[config.mk]
export PLATFORM = sky130hd
export DESIGN_NAME = interrupt_controller
export DESIGN_NICKNAME = d
export VERILOG_FILES = /design/src/rtl/interrupt_controller.sv
export SDC_FILE = /design/constraint.sdc
export NUM_CORES = 1
export LEC_CHECK = 0
export ABC_AREA = 1
export BUFFER_PORTS_ARGS = -buffer_cell sky130_fd_sc_hd__buf_2
export CAP_MARGIN = 20
export CORE_MARGIN = 10
export CORE_UTILIZATION = 46
export DETAILED_ROUTE_END_ITERATION = 8
export PLACE_DENSITY = 0.88
export SKIP_LAST_GASP = 1
export SLEW_MARGIN = 5
export SYNTH_ARGS = -nofsm -noshare
export SYNTH_HDL_FRONTEND = slang
export SYNTH_SLANG_ARGS = --single-unit
[constraint.sdc]
create_clock -name clk -period 2.2 [get_ports clk]
set_clock_uncertainty 0.1 [all_clocks]
set_input_delay 0.44 -clock clk [delete_from_list [all_inputs] [get_ports clk]]
set_output_delay 0.44 -clock clk [all_outputs]
set_load 0.05 [all_outputs]
[src/rtl/interrupt_controller.sv]
//==============================================================================
// Module   : interrupt_controller
// Purpose  : Collects rising-edge interrupt requests from peripherals into
//            pending bits, masks them per source, and presents a single level
//            interrupt to the CPU. A claim/complete handshake serialises
//            service to one source at a time. Programmed over the peripheral
//            bus slave interface.
// Ports    : clk, rst          - clock, async active-high reset
//            src[IRQ_NUM]      - interrupt sources (bit 0 = timer pulse)
//            irq               - level interrupt to CPU
//            addr/w_rb/acc     - byte address, 1=write/0=read, access size
//            wdata/rdata       - write data / registered read data
//            req/resp/fault    - access request, registered completion,
//                                combinational invalid-access flag
// Options  : define INTC_SWI_EN to implement the software-interrupt register
//            at 0x10; otherwise any access to 0x10 faults.
// Revision : 1.0 - initial release
//==============================================================================
`default_nettype none

`ifndef INTC_SIZE
`define INTC_SIZE 32
`endif
`ifndef BUS_WIDTH
`define BUS_WIDTH 32
`endif
`ifndef BUS_ACC_WIDTH
`define BUS_ACC_WIDTH 2
`endif
`ifndef BUS_ACC_4B
`define BUS_ACC_4B 2'd2
`endif

module interrupt_controller #(
  parameter int IRQ_NUM = 4
) (
  input  logic                            clk,
  input  logic                            rst,
  input  logic [IRQ_NUM-1:0]              src,
  output logic                            irq,
  input  logic [$clog2(`INTC_SIZE)-1:0]   addr,
  input  logic                            w_rb,
  input  logic [`BUS_ACC_WIDTH-1:0]       acc,
  output logic [`BUS_WIDTH-1:0]           rdata,
  input  logic [`BUS_WIDTH-1:0]           wdata,
  input  logic                            req,
  output logic                            resp,
  output logic                            fault
);

  localparam int c_AW = $clog2(`INTC_SIZE);

  localparam logic [c_AW-1:0] c_ADDR_PEND  = c_AW'('h00);
  localparam logic [c_AW-1:0] c_ADDR_EN    = c_AW'('h04);
  localparam logic [c_AW-1:0] c_ADDR_CLAIM = c_AW'('h08);
  localparam logic [c_AW-1:0] c_ADDR_CPLT  = c_AW'('h0C);
  localparam logic [c_AW-1:0] c_ADDR_SWI   = c_AW'('h10);
  localparam logic [c_AW-1:0] c_ADDR_END   = c_AW'('h14);

  // Service state machine: IDLE means no source is being serviced (busy=0)
  localparam logic [0:0] c_IDLE    = 1'b0;
  localparam logic [0:0] c_SERVICE = 1'b1;

  logic [IRQ_NUM-1:0] r_src_q;
  logic [IRQ_NUM-1:0] r_pend;
  logic [IRQ_NUM-1:0] r_en;
  logic [0:0]         r_state;
  logic [4:0]         r_act_id;
  logic               r_resp;
  logic [31:0]        r_rdata;

  logic w_sel_pend, w_sel_en, w_sel_claim, w_sel_cplt, w_sel_swi;
  logic w_invld, w_valid, w_rd, w_wr, w_busy, w_any, w_claim;
  logic [IRQ_NUM-1:0] w_pe, w_hit, w_clr, w_ev, w_swi_set, w_pend_nxt;
  logic [4:0]  w_idx;
  logic [31:0] w_pend_ext, w_en_ext, w_rd_data;
  logic        w_unused;

  // Address decode and access validation
  assign w_sel_pend  = (addr == c_ADDR_PEND);
  assign w_sel_en    = (addr == c_ADDR_EN);
  assign w_sel_claim = (addr == c_ADDR_CLAIM);
  assign w_sel_cplt  = (addr == c_ADDR_CPLT);
  assign w_sel_swi   = (addr == c_ADDR_SWI);

`ifdef INTC_SWI_EN
  assign w_invld = (addr[1:0] != 2'b00) | (acc != `BUS_ACC_4B) |
                   (addr >= c_ADDR_END) | (w_sel_claim & w_rb) |
                   (w_sel_swi & ~w_rb);
`else
  assign w_invld = (addr[1:0] != 2'b00) | (acc != `BUS_ACC_4B) |
                   (addr >= c_ADDR_END) | (w_sel_claim & w_rb) | w_sel_swi;
`endif

  assign fault   = req & w_invld;
  assign w_valid = req & ~w_invld;
  assign w_rd    = w_valid & ~w_rb;
  assign w_wr    = w_valid & w_rb;

  assign w_busy  = (r_state == c_SERVICE);
  assign w_pe    = r_pend & r_en;
  assign w_any   = |w_pe;
  assign irq     = ~w_busy & w_any;

  // Lowest set index wins: scan from the top so the last hit is the lowest
  always_comb begin
    w_idx = 5'd0;
    w_hit = '0;
    for (int i = IRQ_NUM - 1; i >= 0; i--) begin
      if (w_pe[i]) begin
        w_idx    = 5'(i);
        w_hit    = '0;
        w_hit[i] = 1'b1;
      end
    end
  end

  assign w_claim = w_rd & w_sel_claim & w_any;

`ifdef INTC_SWI_EN
  assign w_swi_set = (w_wr & w_sel_swi) ? wdata[IRQ_NUM-1:0] : '0;
`else
  assign w_swi_set = '0;
`endif

  // Clears are applied first so that a same-cycle edge or SWI set wins
  assign w_ev       = src & ~r_src_q;
  assign w_clr      = ((w_wr & w_sel_pend) ? wdata[IRQ_NUM-1:0] : '0) |
                      (w_claim ? w_hit : '0);
  assign w_pend_nxt = (r_pend & ~w_clr) | w_ev | w_swi_set;

  // Read data mux; bits at and above IRQ_NUM read as zero
  always_comb begin
    w_pend_ext = '0;
    w_en_ext   = '0;
    w_pend_ext[IRQ_NUM-1:0] = r_pend;
    w_en_ext[IRQ_NUM-1:0]   = r_en;
    w_rd_data  = '0;
    if (w_sel_pend)       w_rd_data = w_pend_ext;
    else if (w_sel_en)    w_rd_data = w_en_ext;
    else if (w_sel_claim) w_rd_data = w_any ? {1'b1, 26'd0, w_idx} : 32'd0;
    else if (w_sel_cplt)  w_rd_data = {w_busy, 26'd0, r_act_id};
  end

  always_ff @(posedge clk or posedge rst) begin
    if (rst) begin
      r_src_q  <= '0;
      r_pend   <= '0;
      r_en     <= '0;
      r_state  <= c_IDLE;
      r_act_id <= 5'd0;
      r_resp   <= 1'b0;
      r_rdata  <= 32'd0;
    end else begin
      r_src_q <= src;
      r_pend  <= w_pend_nxt;
      r_resp  <= w_valid;
      if (w_wr & w_sel_en) r_en     <= wdata[IRQ_NUM-1:0];
      if (w_rd)            r_rdata  <= w_rd_data;
      if (w_claim)         r_act_id <= w_idx;
      case (r_state)
        c_IDLE:    if (w_claim)            r_state <= c_SERVICE;
        c_SERVICE: if (w_wr & w_sel_cplt)  r_state <= c_IDLE;
        default:                           r_state <= c_IDLE;
      endcase
    end
  end

  assign resp  = r_resp;
  assign rdata = r_rdata;

  // Upper write-data bits have no function
  assign w_unused = ^wdata;

endmodule

`default_nettype wire

==> impl_metrics.ini <==
[critical_path]
arrival_ps = 1440
path_cells = nand2_1 > nand2_1 > nor2_1 > nor2_1 > buf_2
critPathSlowestCell = dfrtp_1
cp_max_fo = 3
path_buf_inv = 1
startpoint_type = flip-flop
crit_type = reg -> out
endpoint_kind = output port
cp_top_family = simple AND/OR/NAND/NOR gates
cpPeakStageDelay_ps = 420
required_ps = 1660

[timing]
fin_crit_ps = 1980
fin_tns_setup_ps = 0
final_hold_viol_count = 0
setup_viol = 0
tightest_slew_ps = 789
slew_headroom_pct = 47.3
slew_viol_final = 0
fmax_mhz = 505
rsz0062_at_grt = no
period_share_pct = 90.0
hold_slack_ps = 130

[logic_synthesis]
synth.avg_cell_area_sq_um = 7.82
yosysWarningCount = 0
synthFlopType = dfrtp_1
netlist.area_leader.share_pct = 39.8
ys_top_cells_by_count = nand2_1, buf_4, dfrtp_1, inv_1, nand3_1
yosysMostFrequentCell = nand2_1
synth-edff-count = 0
netlist-cell-type-count = 25
synth_top_area_cell = dfrtp_1
synth-seq-cells = 21
synth_top_cells_by_area = dfrtp_1, buf_4, nand2_1
ys_seq_area_share_pct = 39.8
synth_area_sq_mm = 0.00132
async_flop_share_pct = 100
synth_cells = 169

[finish]
final_nets = 246
final_core_util_pct = 51.3
diodes = 0
drive_gt1_share_pct = 21.7
syn_to_final_growth_pct = 7.10

[cts]
h-tree-depth = 1
cts_hold_buffers = 0
cts.sinks = 21
post_cts_buffers = 0
clkTransAtPathRegs_ps = 130
cts.repair.resized = 0
numCtsBuffers = 3
cts_buffer_depth = 2
tritoncts = done
cts-root-buf = clkbuf_4
clk_latency_ps = 320

[floorplanning]
fp.dieH_microns = 73.6
row_count = 19
die_area_sq_mm = 0.00542
initial_core_util_pct = 47.9
ios = 82
core_area_sq_mm = 0.00276
die_w_microns = 73.6

[detailed_routing]
drc = 0
ant_nets = 0
vias = 1069
first_iter_violations = 63
wl_per_cell_microns = 12.4
dr.pass1.iters = 4
vias_per_cell = 4.67
drt-total-wl_microns = 2840

[placed_design]
dpl.hpwl_microns = 2310
place.gp.congestion = 0.880
io_buffers = 26

[global_route]
grt_use_total_pct = 10.5
grt_max_degree = 22
antenna_found_initial = 0
grt_pass1_wl_microns = 4690
grt_overflow = 0
grt_pass1_vias = 1110

[flow_run]
drv_cap = 0

[pwr]
ir_worst_vdd_uv = 408
leakagePower_nw = 0.817
p_per_area_mw_per_mm2 = 546

[run_status]
status = finished, final reports clean

[hold_path]
hold_path.class = in -> reg
==> final cells by class <==
type / instances / area (sq um)
Clock buffer: 3 / 22.5
Clock inverter: 1 / 7.51
Fill cell: 291 / 1340
Inverter: 24 / 92.6
Multi-Input combinational cell: 123 / 598
Sequential cell: 21 / 526
Tap cell: 31 / 38.8
Timing Repair Buffer: 26 / 130
==> flip-flops by register name (all words and copies together) (netlist names) <==
name      cells
r_act_id      2
r_en          4
r_pend        4
r_src_q       4
r_state       1
rdata         5
resp          1
==> cells by family (layout without fill, tap and decap cells) <==
kind of cell	count (synthesis)	count (layout)	share of synthesized area, %
AND/OR/NAND/NOR	78	78	29.7
buffers and inverters	51	54	22.3
flip-flops	21	21	39.8
AO/OA/AOI/OAI	18	18	7.86
other	1	27	0.284
==> routing by layer <==
layer,global-route usage (%),wire (microns),vias to the layer above
met1,11.6,1170,487
li1,-,-,536
met3,4.31,285,4
met4,2.28,17,0
met2,18.3,1360,42
met5,0,0,-
==> per-stage QoR <==
step / area (sq um) / total power [W] / setup WS (ps) / instances
after floorplan: 1420 / 0.000586 / 160 / 195
after detailed placement: 1390 / 0.000583 / 305 / 225
after global routing: 1420 / 0.000810 / 105 / 229
after global placement: 1390 / 0.000581 / 333 / 225
after CTS: 1420 / 0.000782 / 216 / 229
final: 1420 / 0.000772 / 219 / 229
==> where the power goes <==
| group | internal, W | total [W] | leakage (nW) | switching (W) |
|---|---|---|---|---|
| logic | 0.0000246 | 0.000181 | 0.555 | 0.000156 |
| registers | 0.000393 | 0.000397 | 0.247 | 0.00000317 |
| clock network | 0.0000695 | 0.000195 | 0.0139 | 0.000126 |
| total | 0.000488 | 0.000772 | 0.817 | 0.000285 |
==> worst paths after layout <==
kind / startpoint / to / slack [ps] / cells after the start
setup / recovery: r_pend[1]$_DFF_PP0_ / irq / 220 / 5
hold / removal: src[1] / r_src_q[1]$_DFF_PP0_ / 130 / 1
setup reg to reg: r_pend[1]$_DFF_PP0_ / r_act_id[0]$_DFFE_PP0P_ / 790 / 7
hold reg to reg: rdata[3]$_DFFE_PP0N_ / rdata[3]$_DFFE_PP0N_ / 380 / 2
max in group asynchronous: rst / rdata[3]$_DFFE_PP0N_ / 1360 / 2
min in group asynchronous: rst / r_act_id[1]$_DFFE_PP0P_ / 150 / 2
==> cell usage in the layout, fill, tap and decap left out, drive strengths merged <==
cell and count:
inv 23, dfrtp 21, conb 27, clkinv 1, o22ai 2, buf 26, clkinvlp 1, clkbuf 3
o211ai 2, a21boi 1, nand4 5, nand2 46, nand3b 1, nand3 12, a21oi 3, o21ai 9
o2111ai 1, nor2 14
No activity file was read; power rests on OpenSTA's default activity.
